File: config.mk
export PLATFORM = sky130hd
export DESIGN_NAME = cdb_writeback_arb
export DESIGN_NICKNAME = d
export VERILOG_FILES = /design/src/rtl/tomasulo_pkg.sv /design/src/rtl/result_fifo.sv /design/src/rtl/cdb_writeback_arb.sv
export SDC_FILE = /design/constraint.sdc
export NUM_CORES = 1
export LEC_CHECK = 0
export ABC_AREA = 0
export CAP_MARGIN = 20
export CORE_UTILIZATION = 41
export CTS_BUF_LIST = sky130_fd_sc_hd__clkbuf_2
export CTS_CLUSTER_DIAMETER = 80
export CTS_CLUSTER_SIZE = 14
export DETAILED_ROUTE_END_ITERATION = 7
export PLACE_DENSITY = 0.77
export SYNTH_ARGS = -nofsm -noshare
export SYNTH_HDL_FRONTEND = slang
export SYNTH_HIERARCHICAL = 1
export SYNTH_SLANG_ARGS = --single-unit
File: constraint.sdc
create_clock -name clk1 -period 4.9 [get_ports clk1]
set_clock_uncertainty 0.1 [all_clocks]
set_input_delay 0.98 -clock clk1 [delete_from_list [all_inputs] [get_ports clk1]]
set_output_delay 0.98 -clock clk1 [all_outputs]
set_load 0.01 [all_outputs]
File: src/rtl/tomasulo_pkg.sv
// Shared Tomasulo datapath constants and the common-data-bus packet format.
package tomasulo_pkg;

  localparam int DATA_W        = 16;
  localparam int ROB_W         = 3;
  localparam int REG_W         = 4;
  localparam int RS_W          = 3;
  localparam int DEF_BUF_DEPTH = 2;

  localparam logic SRC_ADD = 1'b0;
  localparam logic SRC_MUL = 1'b1;

  typedef struct packed {
    logic              src;
    logic [ROB_W-1:0]  rob_ind;
    logic [REG_W-1:0]  rd;
    logic [RS_W-1:0]   rs_index;
    logic [DATA_W-1:0] data;
  } cdb_pkt;

endpackage

File: src/rtl/result_fifo.sv
// Synchronous FIFO holding completed results of one execution unit.
module result_fifo #(
  parameter int WIDTH = 8,
  parameter int DEPTH = 2
) (
  input  logic                   clk1,
  input  logic                   reset,
  input  logic                   flush,
  input  logic                   push,
  input  logic                   pop,
  input  logic [WIDTH-1:0]       din,
  output logic [WIDTH-1:0]       dout,
  output logic                   full,
  output logic                   empty,
  output logic [$clog2(DEPTH):0] count
);

  localparam int PW = $clog2(DEPTH);
  localparam int CW = PW + 1;

  logic [WIDTH-1:0] mem [DEPTH];
  logic [PW-1:0]    wr_ptr;
  logic [PW-1:0]    rd_ptr;
  logic             do_push;
  logic             do_pop;

  assign full    = (count == CW'(DEPTH));
  assign empty   = (count == '0);
  assign do_push = push && !full;
  assign do_pop  = pop && !empty;
  assign dout    = mem[rd_ptr];

  // Storage needs no reset; count and pointers define what is valid.
  always_ff @(posedge clk1) begin
    if (do_push && !reset && !flush) mem[wr_ptr] <= din;
  end

  // DEPTH is a power of two, so pointers wrap by natural overflow.
  always_ff @(posedge clk1) begin
    if (reset || flush) begin
      wr_ptr <= '0;
      rd_ptr <= '0;
      count  <= '0;
    end else begin
      if (do_push) wr_ptr <= wr_ptr + PW'(1);
      if (do_pop)  rd_ptr <= rd_ptr + PW'(1);
      if (do_push && !do_pop)      count <= count + CW'(1);
      else if (!do_push && do_pop) count <= count - CW'(1);
    end
  end

endmodule

File: src/rtl/cdb_writeback_arb.sv
// CDB writeback stage: buffers add and mul/div results, round-robin picks one per cycle
// and broadcasts it from registered cdb_* outputs.
module cdb_writeback_arb
  import tomasulo_pkg::*;
#(
  parameter int BUF_DEPTH = DEF_BUF_DEPTH
) (
  input  logic                       clk1,
  input  logic                       reset,
  input  logic                       flush,
  input  logic                       add_valid,
  output logic                       add_ready,
  input  logic [ROB_W-1:0]           add_rob_ind,
  input  logic [REG_W-1:0]           add_rd,
  input  logic [RS_W-1:0]            add_rs_index,
  input  logic [DATA_W-1:0]          add_data,
  input  logic                       mul_valid,
  output logic                       mul_ready,
  input  logic [ROB_W-1:0]           mul_rob_ind,
  input  logic [REG_W-1:0]           mul_rd,
  input  logic [RS_W-1:0]            mul_rs_index,
  input  logic [DATA_W-1:0]          mul_data,
  output logic                       cdb_valid,
  output logic                       cdb_src,
  output logic [ROB_W-1:0]           cdb_rob_ind,
  output logic [REG_W-1:0]           cdb_rd,
  output logic [RS_W-1:0]            cdb_rs_index,
  output logic [DATA_W-1:0]          cdb_data,
  output logic                       dbg_rr_last,
  output logic [$clog2(BUF_DEPTH):0] dbg_add_count,
  output logic [$clog2(BUF_DEPTH):0] dbg_mul_count
);

  localparam int PKT_W = $bits(cdb_pkt);

  cdb_pkt add_in, mul_in, add_head, mul_head, win;
  logic   add_full, mul_full, add_empty, mul_empty;
  logic   grant_add, grant_mul;
  logic   rr_last;

  // Handshake: a result transfers on a posedge where valid && ready. Producers hold valid and
  // payload until accepted; ready reflects buffer space only, never the same-cycle pop.
  assign add_ready = !add_full && !reset && !flush;
  assign mul_ready = !mul_full && !reset && !flush;

  always_comb begin
    add_in = '{src: SRC_ADD, rob_ind: add_rob_ind, rd: add_rd, rs_index: add_rs_index, data: add_data};
    mul_in = '{src: SRC_MUL, rob_ind: mul_rob_ind, rd: mul_rd, rs_index: mul_rs_index, data: mul_data};
  end

  result_fifo #(.WIDTH(PKT_W), .DEPTH(BUF_DEPTH)) u_add_fifo (
    .clk1(clk1), .reset(reset), .flush(flush),
    .push(add_valid && add_ready), .pop(grant_add), .din(add_in), .dout(add_head),
    .full(add_full), .empty(add_empty), .count(dbg_add_count)
  );

  result_fifo #(.WIDTH(PKT_W), .DEPTH(BUF_DEPTH)) u_mul_fifo (
    .clk1(clk1), .reset(reset), .flush(flush),
    .push(mul_valid && mul_ready), .pop(grant_mul), .din(mul_in), .dout(mul_head),
    .full(mul_full), .empty(mul_empty), .count(dbg_mul_count)
  );

  // On contention the source that lost last time wins; rr_last records the last grant.
  always_comb begin
    grant_add = 1'b0;
    grant_mul = 1'b0;
    if (!reset && !flush) begin
      if (!add_empty && !mul_empty) begin
        if (rr_last == SRC_ADD) grant_mul = 1'b1;
        else                    grant_add = 1'b1;
      end else if (!add_empty) begin
        grant_add = 1'b1;
      end else if (!mul_empty) begin
        grant_mul = 1'b1;
      end
    end
  end

  assign win         = grant_mul ? mul_head : add_head;
  assign dbg_rr_last = rr_last;

  always_ff @(posedge clk1) begin
    if (reset) begin
      rr_last      <= SRC_ADD;
      cdb_valid    <= 1'b0;
      cdb_src      <= 1'b0;
      cdb_rob_ind  <= '0;
      cdb_rd       <= '0;
      cdb_rs_index <= '0;
      cdb_data     <= '0;
    end else begin
      cdb_valid <= grant_add || grant_mul;
      if (grant_add || grant_mul) begin
        rr_last      <= win.src;
        cdb_src      <= win.src;
        cdb_rob_ind  <= win.rob_ind;
        cdb_rd       <= win.rd;
        cdb_rs_index <= win.rs_index;
        cdb_data     <= win.data;
      end
    end
  end

endmodule

==> results.md <==
* Synth Area in Adders at 0.00426
* Setup TNS at 0 ns
* Worst path buffer plus inverter count at 4
* Clock power frac at 0.357
* XOR/XNOR Fraction of Synth Area at 0.00894
* I/O pins at 92
* Unrepaired setup endpoints after global routing: no
* Sequential share of power at 0.585
* Post-synthesis cell type count at 29
* First-pass GRT wire length at about 18 mm
* CTS Hold Buffers Added at 0
* Die height at 122 µm
* YS warnings at 6
* Tmin final at 3.87 ns
* Clock buffer count from CTS at 17
* Fin. max-slew vios at 0
* Cell area after synthesis at 0.00588 mm²
* Via-per-instance ratio at roughly 5.2
* Post-synth EDFFs at 108
* Port Buf Inserts at 91
* Area growth syn-to-layout at 24.9%
* Routed vias at 3523
* Critical path's top delay family: buffers and inverters
* Outcome: finished clean
* Finished Layout Cells at 682
* Post-layout util at 0.527
* Worst EP required at approximately 3.8 ns
* Post-route ant nets at 0
* Clk Latency, worst-skew pair at 0.66 ns
* Placed Cells at 647
* Full die area at 0.0148 mm²
* HP Start: u_mul_fifo/rd_ptr
* Hold depth at 2
* Share of the synthesized area in the top cell type at 0.552
* Pwr per Cell Area at 314 mW/mm²
* Clock Pin Slew Worst Setup and Hold Paths at 0.16 ns
* CTS resizes at 0
* Clock root buffer: clkbuf_2
* Reg2Reg Setup Slack at approximately 2.4 ns
* TritonCTS clock tree: yes
* Worst-Margin Slew at 0.962 ns
* Post-Synthesis Cells at 396
* Largest net degree at the start of global routing at 32
* Core Box Area at 0.0139 mm²
* Layout cells sized above 1 at 0.246
* FFs w/ async S/R, synth at 0
* Setup bufs post-CTS at 0
* Reg2reg start: u_mul_fifo/count[0]
* Core Rows at between 40 and 50
* P_leak at 2.50 nW
* Startpoint types: input pin
* Final setup vio count at 0
* Largest family of logic cells by synthesized area: multiplexers
* Worst-path maximum fanout at 31
* Critical Path AT at between 2 and 3 ns
* # nets final at ~550
* Grt total ovfl at 0
* Drt first pass iters at 4
* Min-delay worst type: reg2reg
* Logic pwr share at 0.058
* DRC errors left at 0
* CP Cell Sequence: clkdlybuf4s50_1 > buf_4 > or2_1 > buf_4 > nor2_1 > clkdlybuf4s50_1
* Post-synthesis simple-gate area fraction at 0.0741
* Vias in the first global route at 3508
* Die span in x at 122 µm
* Critical Path Max Stage Delay at 0.56 ns
* DRT iter0 DRCs at roughly 250
* Clock Tree Buf Depth at 2
* Initial antenna violation count at 1
* RR Endpoint: cdb_data[8]
* Fin crit share at 0.790
* Flops & latches, synth at 146
* Post-Route WL at 11.8 mm
* Clk sinks at about 150
* Synth Area in Compound Gates at 0.0951
* Aggregate global-route resource usage at 0.167
* H-tree levels at 4
* Syn Area/Cell at 14.8 µm²
* Ys flop type: edfxtp_1
* F_max at ~260 MHz
* Commonest cells post-synth: 108 x edfxtp_1, 54 x mux2_2, 40 x nor2_1, 38 x dfxtp_1, 31 x nor4_1
* Critical path's slowest cell: clkdlybuf4s50_1
* Max IR drop VDD at ~0.17 mV
* Most frequent cell after synthesis: edfxtp_1
* Initial Util at 0.422
* Synth top area cells: edfxtp_1 55%, dfxtp_1 13%, mux2_2 10%
* Dominant cell type by area after synthesis: edfxtp_1
* Total of max-cap violations at 0
* Sw Share at 0.200
* Critical path class: in2out
* Setup crit end kind: output pin
* Hold WS at 0.440 ns
* Sequential area share after synthesis at 0.681
* R2R depth at 6
* Sw power at roughly 460 µW
* Relative slew margins at 0.358
* Mean routed wirelength per cell at 17.3 µm
* Internal power at between 1.5 and 2 mW
* Global placer's final weighted congestion at 0.789
* Hpwl dp at 8.30 mm
* Multiplexer share of the synthesized area at 0.103
* Final hold violation count at 0
## cells by family after synthesis
family,count (synthesis)
mux,54
simple gates,85
compound gates,65
fa+ha+maj,2
other cells,2
xor+xnor,6
flops,146
buf+inv,36
## how the worst max path moves through the flow
stage	end	cells past startpoint	start
4_1_cts	mul_ready	6	reset
6_report	mul_ready	6	reset
2_1_floorplan	u_add_fifo/mem[0][0]	7	flush
3_3_place_gp	mul_ready	6	reset
5_1_grt	mul_ready	6	reset
3_5_place_dp	mul_ready	6	reset
## worst min-delay path: cells and delay by family (launching register included)
| family | cells | cell delay (ns) |
|---|---|---|
| xor gates and xnor gates | 1 | 0.08 |
| DFF | 1 | 0.36 |
| and+or+nand+nor | 1 | 0.08 |
## cell type report
class / instances / area [µm²]
Antenna cell: 1 / 2.50
Timing Repair Buffer: 102 / 1050
Multi-Input combinational cell: 216 / 1730
Sequential cell: 146 / 4000
Clock buffer: 18 / 90.1
Inverter: 6 / 27.5
Clock inverter: 13 / 216
Fill cell: 1130 / 6600
Tap cell: 180 / 225
## flip-flops by register name, indices dropped and copies added, names as in the netlist, named ones only
| register | flops |
|---|---|
| cdb_rob_ind | 3 |
| cdb_rs_index | 3 |
| u_mul_fifo/mem | 54 |
| u_mul_fifo/count | 2 |
| u_add_fifo/wr_ptr | 1 |
| u_mul_fifo/rd_ptr | 1 |
| dbg_rr_last | 1 |
| cdb_rd | 4 |
| u_add_fifo/count | 2 |
| cdb_data | 16 |
| u_mul_fifo/wr_ptr | 1 |
| cdb_valid | 1 |
| u_add_fifo/rd_ptr | 1 |
| u_add_fifo/mem | 54 |
## cells in the final DEF (no fill, tap or decap), drive strengths merged, types with 2 or more instances in the layout
| cell | synthesis | routed |
|---|---|---|
| a211oi | 27 | 27 |
| a21oi | 4 | 4 |
| and2 | 2 | 2 |
| buf | 15 | 11 |
| bufinv | 0 | 6 |
| clkbuf | 15 | 18 |
| clkdlybuf4s50 | 0 | 91 |
| clkinv | 0 | 6 |
| conb | 2 | 4 |
| dfxtp | 38 | 38 |
| edfxtp | 108 | 108 |
| ha | 2 | 2 |
| inv | 6 | 6 |
| mux2 | 54 | 54 |
| nor2 | 40 | 40 |
| nor2b | 3 | 3 |
| nor4 | 31 | 31 |
| o21ai | 6 | 6 |
| o21bai | 27 | 27 |
| or2 | 3 | 3 |
| or3 | 5 | 5 |
| xor2 | 6 | 6 |
## power groups by stage
stage	combinational (mW)	sequential [mW]	clock (mW)
floorplan	0.0471	1.38	0
global placement	0.128	1.38	0
detailed placement	0.133	1.38	0
CTS	0.133	1.35	0.840
global route	0.145	1.35	0.890
finish	0.134	1.35	0.824
## routing by layer
metal | share of wire | vias to the layer above | global-route usage | wire length [µm]
met5 | 0 | - | 0 | 0
met4 | 0.018 | 0 | 0.0633 | 218
met3 | 0.051 | 14 | 0.0478 | 596
met2 | 0.48 | 103 | 0.264 | 5620
met1 | 0.45 | 1724 | 0.219 | 5360
li1 | - | 1682 | - | -
## stage by stage
stage | power [mW] | setup slack, ns | instance area, µm²
finish | 2.31 | 1.03 | 7340
floorplan | 1.42 | -0.275 | 5890
CTS | 2.32 | 1.02 | 7280
global placement | 1.50 | 1.02 | 6950
global route | 2.38 | 0.911 | 7340
detailed placement | 1.51 | 1.03 | 6970
Note: power is estimated with default switching activity, not from simulation.
